[src/rtl/cpu_pkg.sv]
`default_nettype none
// +--------------------------------------------------------------------+
// | cpu_pkg: shared fetch FSM states, length type and opcode lengths.  |
// | Rev 1.0                                                            |
// +--------------------------------------------------------------------+
package cpu_pkg;

  typedef enum logic [1:0] {
    FETCH_OP = 2'd0,
    FETCH_LO = 2'd1,
    FETCH_HI = 2'd2,
    HOLD     = 2'd3
  } fetch_state_t;

  typedef logic [1:0] instr_len_t;

  localparam logic [15:0] DEFAULT_RESET_PC = 16'h0200;

  // Total instruction length in bytes (opcode plus operands) for a 6502 opcode.
  function automatic instr_len_t instr_length(input logic [7:0] op);
    logic [1:0] cc;
    logic [2:0] bbb;
    logic [2:0] aaa;
    instr_len_t len;
    cc  = op[1:0];
    bbb = op[4:2];
    aaa = op[7:5];
    len = 2'd1;
    case (cc)
      2'b01: begin
        if (bbb == 3'b011 || bbb == 3'b110 || bbb == 3'b111) len = 2'd3;
        else                                                  len = 2'd2;
      end
      2'b10: begin
        case (bbb)
          3'b011, 3'b111:         len = 2'd3;
          3'b000, 3'b001, 3'b101: len = 2'd2;
          default:                len = 2'd1;
        endcase
      end
      2'b00: begin
        if (op == 8'h20)                                   len = 2'd3;
        else if (op == 8'h00 || op == 8'h40 || op == 8'h60) len = 2'd1;
        else begin
          case (bbb)
            3'b100:         len = 2'd2;
            3'b000:         len = (aaa >= 3'b101) ? 2'd2 : 2'd1;
            3'b001, 3'b101: len = 2'd2;
            3'b011, 3'b111: len = 2'd3;
            default:        len = 2'd1;
          endcase
        end
      end
      default: len = 2'd1;
    endcase
    return len;
  endfunction

endpackage
`default_nettype wire

[src/rtl/fetch_len_lut.sv]
`default_nettype none
// +--------------------------------------------------------------------+
// | fetch_len_lut: combinational opcode -> instruction length.         |
// | Rev 1.0                                                            |
// +--------------------------------------------------------------------+
module fetch_len_lut
  import cpu_pkg::*;
(
  input  logic [7:0] opcode,
  output instr_len_t len
);

  always_comb begin
    len = instr_length(opcode);
  end

endmodule
`default_nettype wire

[src/rtl/fetch_unit.sv]
`default_nettype none
// +--------------------------------------------------------------------+
// | fetch_unit: 6502 PC owner, fetches opcode+operands, valid/ready.   |
// | Optional macro FETCH_SYNC_EN adds the SYNC output. Rev 1.0         |
// +--------------------------------------------------------------------+
module fetch_unit
  import cpu_pkg::*;
#(
  parameter logic [15:0] RESET_PC = DEFAULT_RESET_PC
) (
  input  logic        clk,
  input  logic        rst,
  output logic [15:0] mem_addr,
  output logic        mem_rd,
  input  logic [7:0]  mem_data,
  input  logic        pc_load,
  input  logic [15:0] pc_new,
  output logic        instr_valid,
  input  logic        instr_ready,
  output logic [7:0]  opcode,
  output logic [7:0]  operand_lo,
  output logic [7:0]  operand_hi,
  output logic [1:0]  instr_len,
  output logic [15:0] instr_pc
`ifdef FETCH_SYNC_EN
  ,
  output logic        sync
`endif
);

  fetch_state_t state_q, state_d;
  logic [15:0]  pc_q, pc_d;
  logic [7:0]   opcode_q, opcode_d;
  logic [7:0]   operand_lo_q, operand_lo_d;
  logic [7:0]   operand_hi_q, operand_hi_d;
  instr_len_t   instr_len_q, instr_len_d;
  logic [15:0]  instr_pc_q, instr_pc_d;
  instr_len_t   fetch_len;

  fetch_len_lut u_len_lut (
    .opcode (mem_data),
    .len    (fetch_len)
  );

  always_ff @(posedge clk) begin
    if (rst) begin
      state_q      <= FETCH_OP;
      pc_q         <= RESET_PC;
      opcode_q     <= 8'h00;
      operand_lo_q <= 8'h00;
      operand_hi_q <= 8'h00;
      instr_len_q  <= 2'd1;
      instr_pc_q   <= 16'h0000;
    end else begin
      state_q      <= state_d;
      pc_q         <= pc_d;
      opcode_q     <= opcode_d;
      operand_lo_q <= operand_lo_d;
      operand_hi_q <= operand_hi_d;
      instr_len_q  <= instr_len_d;
      instr_pc_q   <= instr_pc_d;
    end
  end

  // A redirect abandons any capture in flight; bundle registers simply go stale.
  always_comb begin
    state_d      = state_q;
    pc_d         = pc_q;
    opcode_d     = opcode_q;
    operand_lo_d = operand_lo_q;
    operand_hi_d = operand_hi_q;
    instr_len_d  = instr_len_q;
    instr_pc_d   = instr_pc_q;
    if (pc_load) begin
      state_d = FETCH_OP;
      pc_d    = pc_new;
    end else begin
      case (state_q)
        FETCH_OP: begin
          opcode_d     = mem_data;
          instr_pc_d   = pc_q;
          operand_lo_d = 8'h00;
          operand_hi_d = 8'h00;
          instr_len_d  = fetch_len;
          pc_d         = pc_q + 16'd1;
          state_d      = (fetch_len == 2'd1) ? HOLD : FETCH_LO;
        end
        FETCH_LO: begin
          operand_lo_d = mem_data;
          pc_d         = pc_q + 16'd1;
          state_d      = (instr_len_q == 2'd2) ? HOLD : FETCH_HI;
        end
        FETCH_HI: begin
          operand_hi_d = mem_data;
          pc_d         = pc_q + 16'd1;
          state_d      = HOLD;
        end
        HOLD: begin
          if (instr_ready) state_d = FETCH_OP;
        end
        default: state_d = FETCH_OP;
      endcase
    end
  end

  always_comb begin
    mem_rd      = (state_q != HOLD);
    instr_valid = (state_q == HOLD);
`ifdef FETCH_SYNC_EN
    sync        = (state_q == FETCH_OP) && !rst;
`endif
  end

  assign mem_addr   = pc_q;
  assign opcode     = opcode_q;
  assign operand_lo = operand_lo_q;
  assign operand_hi = operand_hi_q;
  assign instr_len  = instr_len_q;
  assign instr_pc   = instr_pc_q;

endmodule
`default_nettype wire

[config.mk]
export PLATFORM = sky130hd
export DESIGN_NAME = fetch_unit
export DESIGN_NICKNAME = d
export VERILOG_FILES = /design/src/rtl/cpu_pkg.sv /design/src/rtl/fetch_len_lut.sv /design/src/rtl/fetch_unit.sv
export SDC_FILE = /design/constraint.sdc
export NUM_CORES = 1
export LEC_CHECK = 0
export CAP_MARGIN = 20
export CORE_MARGIN = 10
export CORE_UTILIZATION = 40
export CTS_BUF_LIST = sky130_fd_sc_hd__clkbuf_4
export CTS_CLUSTER_SIZE = 14
export DETAILED_ROUTE_END_ITERATION = 8
export HOLD_SLACK_MARGIN = 0.08
export PLACE_DENSITY_LB_ADDON = 0.1
export SYNTH_ARGS = -nofsm -noshare
export SYNTH_HDL_FRONTEND = slang
export SYNTH_SLANG_ARGS = --single-unit
[constraint.sdc]
create_clock -name clk -period 2.75 [get_ports clk]
set_input_delay 0.4125 -clock clk [delete_from_list [all_inputs] [get_ports clk]]
set_output_delay 0.4125 -clock clk [all_outputs]
set_load 0.02 [all_outputs]
After elaboration in Yosys (flattened, before gate mapping)
Index checks and enable logic that the tools add are counted.
{"block": "word_totals", "regBits": 60, "latchBits": 0, "ram_bits": 0, "romBits": 0, "in_bits": 28, "out_inout_bits": 60, "wordCells": 62, "memories": 0}
{"block": "classes", "addsub": 1, "n_mul": 0, "div_mod_pow": 0, "order_cmp": 1, "n_eq_ne": 18, "shift": 0, "n_mux": 15, "bitwise_logic": 1, "reduce_logical": 19}
{"op": "$mux 16", "count": 2}
{"op": "$pmux 8 s2", "count": 2}
{"op": "$add 16x1->16 const B", "count": 1}
{"op": "$eq 8x7->1 const B", "count": 2}
{"op": "$eq 3x3->1 const B", "count": 4}
{"op": "$pmux 2 s3", "count": 2}
{"op": "$mux 2", "count": 5}
{"op": "$reduce_or 3->1", "count": 3}
{"op": "$eq 2x2->1 const B", "count": 4}
{"op": "$eq 8x6->1 const B", "count": 1}
{"op": "$logic_not 8->1", "count": 1}
{"op": "$pmux 2 s4", "count": 1}
{"op": "$eq 2x1->1 const B", "count": 3}
{"op": "$reduce_and 2->1", "count": 3}
{"op": "$reduce_bool 2->1", "count": 3}
{"op": "$logic_not 2->1", "count": 2}
{"op": "$logic_or 1x1->1", "count": 4}
{"op": "$pmux 2 s2", "count": 1}
{"op": "$reduce_or 2->1", "count": 2}
{"op": "$eq 3x1->1 const B", "count": 1}
{"op": "$eq 3x2->1 const B", "count": 1}
{"op": "$ge 3x3->1 const B", "count": 1}
{"op": "$logic_not 3->1", "count": 1}
{"op": "$mux 1", "count": 2}
{"op": "3 further kinds", "count": 3}

Longest topological paths before layout
{"block": "depth", "ltp_word": 9, "depth_mapped": 8, "depth_no_buf": 6}

Modules after synthesis
From an unflattened synthesis, not the netlist that was laid out.
{"block": "unflattened", "cells_unflattened": 331, "hier_area_um2": 2712.6}
{"module": "fetch_unit", "instances": 1, "cells_each": 320, "area_per_inst_um2": 2646.3, "seq_area_each_um2": 1201.2}
{"module": "fetch_len_lut", "instances": 1, "cells_each": 11, "area_per_inst_um2": 66.3, "seq_area_each_um2": 0.0}

Worst setup path before layout
Ideal clock, no wire load.
{"block": "synth_timing", "path_kind": "register to register", "startpoint": "register pc_q[0] (netlist: mem_addr[0])", "endpoint": "register pc_q[6] (netlist: mem_addr[6])", "t_arrival_ps": 1705, "t_required_ps": 2671, "slack_ps": 965, "stages_incl_launch_ff": 6, "path_buffers": 0, "path_cell_list": "dfxtp_1 -> ha_1 -> nand2_1 -> or4b_4 -> xor2_1 -> a211oi_2"}
{"block": "synth_via", "elab_chain_cells": 3}
{"element": "start, declared", "line_no": "fetch_unit.sv:32", "rtl": "logic [15:0] pc_q, pc_d;"}
{"element": "start signal, assigned", "line_no": "fetch_unit.sv:56", "rtl": "pc_q <= pc_d;"}
{"element": "$add 16x1->16", "line_no": "fetch_unit.sv:85, fetch_unit.sv:90, fetch_unit.sv:95"}
{"element": "$mux 16"}
{"element": "$mux 16", "line_no": "fetch_unit.sv:74", "rtl": "if (pc_load) begin"}
No other way between the ends. The select of a mux whose other input is x is not followed.
A chain may end at the register's enable or synchronous reset.

Final worst setup path
{"block": "layout_timing", "startpoint": "register state_q[0]", "endpoint": "output port instr_valid"}
{"block": "layout_via", "elab_chain_cells": 1}
{"element": "start, declared", "line_no": "fetch_unit.sv:31", "rtl": "fetch_state_t state_q, state_d;"}
{"element": "start signal, assigned", "line_no": "fetch_unit.sv:55", "rtl": "state_q <= state_d;"}
{"element": "$eq 2x2->1", "line_no": "fetch_unit.sv:108", "rtl": "instr_valid = (state_q == HOLD);"}
{"element": "end, declared", "line_no": "fetch_unit.sv:18", "rtl": "output logic instr_valid,"}
No other way between the ends.

==> results.yml <==
status:
  status: "completed"
timing:
  fmax_mhz: 436.5
  tightest_slew_ns: 0.7386
  finalCritPeriodShare: 0.8331
  layout_setup_ws_ns: 0.4590
  finalClockSkew_ns: 0.01604
  setup_viol: 0
  period_needed_ns: 2.291
  fin_setup_tns_ns: 0
  hold_violations: 0
  drv_slew: 0
  relSlewSlack: 0.5076
  rsz0062_at_grt: "false"
yosys:
  ys_async_sr_fraction: 0
  synth_cell_types: 47
  synthCells: 321
  ys_seq_area_frac: 0.4486
  ys_ff_latch: 60
  synth_edf_count: 0
  synth_warnings: 0
  synth_flop_cell: "dfxtp_1"
  avgSynthCellArea_um2: 8.341
  synth_nets: 355
  syn_area_um2: 2678
layout:
  nFillCells: 623
  drive_above_1_share: 0.08293
  final_net_count: 439
  final_common_cell: "clkdlybuf4s50_1"
  layout_common_cells: "clkdlybuf4s50_1 (86), nand2_1 (60), dfxtp_1 (60), a21oi_1 (40), nor2_1 (28)"
  insertedDiodeCount: 0
  area_growth_pct: 39.25
global_routing:
  grt_max_degree: 41
  grt_pass1_vias: 2617
  grt_overflow: 0
  grtUsageTotal: 0.1573
  grt_pass1_wl_um: 13030
  antenna_found_initial: 0
cts:
  cts.clk_slew.worst_paths_ns: 0.11
  cts-resized-gates: 0
  cts_tree: "yes"
  cts_max_level: 3
  cts-root-buf: "clkbuf_4"
  cts.sinks: 60
  clk_latency_ns: 0.41
  cts_made_buffers: 9
  hold_buffers: 0
  clockBufferDepth: 2
  post_cts_buffers: 0
floorplanning:
  fp.dieW_um: 101.8
  dieArea_um2: 10370
  initial_core_util: 0.4169
  rows: 29
  core_area_um2: 6422
  fp.dieH_um: 101.8
  pin_count: 88
detailed_routing:
  wirelength_um: 8138
  avgViaCountPerCell: 5.277
  dr_total_vias: 2570
  antenna_violating_nets_post_route: 0
  drt_iter0_markers: 105
  drtPass1Iterations: 4
  wire_per_inst_um: 16.71
  drc: 0
power:
  total_power_uw: 1979
  power-per-cell-area_nw_per_um2: 530.8
  power.leakage_uw: 0.001317
  vdd_drop_max_v: 0.0003664
placement:
  hpwl_um: 5841
  io_buffers: 87
  place_congestion: 0.8377
  dp_slack_ns: 0.5295
hold_path:
  hold_class: "reg2reg"
critical_path:
  end_kind: "primary output"
  crit_fanout: 14
  critPathLaunchType: "flip-flop"
  cp.required_ns: 2.34
  crit_arrival_ns: 1.88
  crit_type: "reg2out"
job:
  cap_viol_max_count: 0
final cells by class:
type,instances,area (um2),share of cell area
Clock inverter,6,63.81,0.01711
Clock buffer,10,75.07,0.02013
Multi-Input combinational cell,234,1335,0.3581
Sequential cell,60,1201,0.3221
Inverter,5,18.77,0.005034
Tap cell,77,96.34,0.02584
Timing Repair Buffer,95,938.4,0.2517
sequential cells by signal, indices dropped and copies added (netlist names):
register and flops:
opcode 8, instr_pc 16, operand_hi 8, mem_addr 16, operand_lo 8, state_q 2, instr_len 2
path summary, 6_finish.rpt:
check / start / end / slack [ns] / cells after the start
max: state_q[0] / instr_valid / 0.46 / 2
min: instr_pc[12] / instr_pc[12] / 0.46 / 2
max reg2reg: state_q[0] / mem_addr[5] / 0.74 / 4
min reg2reg: instr_pc[12] / instr_pc[12] / 0.46 / 2
critical path: stages, from the launching register on:
cell and delay, ns:
dfxtp_1 0.59, ha_1 0.27, clkdlybuf4s50_1 0.62
logic make-up after synthesis:
family / count (synthesis) / share of synthesized area
adders and majority gates: 6 / 0.02804
DFF: 60 / 0.4486
muxes: 1 / 0.003738
and+or+nand+nor: 134 / 0.2439
AOI/OAI and AO/OA: 81 / 0.1827
buffers and inverters: 27 / 0.05374
xor gates and xnor gates: 12 / 0.03925
synthesized netlist by cell type (all sizes together) (2+ instances only):
cell,instances,area share
a211oi,8,0.026
a21oi,40,0.075
a22oi,8,0.022
a311oi,2,0.0065
and3,2,0.0047
buf,12,0.033
clkbuf,10,0.014
dfxtp,60,0.45
ha,6,0.028
inv,4,0.0056
nand2,61,0.086
nand3,10,0.019
nand4,3,0.0093
nand4b,4,0.015
nor2,29,0.041
nor2b,4,0.0093
nor3,5,0.0093
nor4,6,0.022
o21ai,13,0.024
o21bai,2,0.0056
o22ai,2,0.0047
o31ai,2,0.0056
or3,4,0.0093
xnor2,10,0.033
xor2,2,0.0065
stage by stage:
step                utilization  hold WS, ns  cells  area [um2]
finish                   0.5806       0.4621    487        3729
global route             0.5806       0.4822    487        3729
CTS                      0.5806       0.4633    487        3729
detailed placement       0.5589       0.4475    471        3590
global placement         0.5589       0.4430    471        3590
floorplan                     -       0.4927    321        2678
layer usage:
metal  vias up  track usage  share of wire
met5         -            0              0
met4         0      0.07375          0.020
met3        18      0.05870          0.087
met2        90       0.2515           0.47
met1      1178       0.1838           0.42
li1       1284            -              -
where the power goes:
part | internal (uW) | switching [uW]
logic | 173 | 200
clock network | 288 | 352
registers | 914 | 52.2
total | 1370 | 604
(Power assumes the default switching activity.)
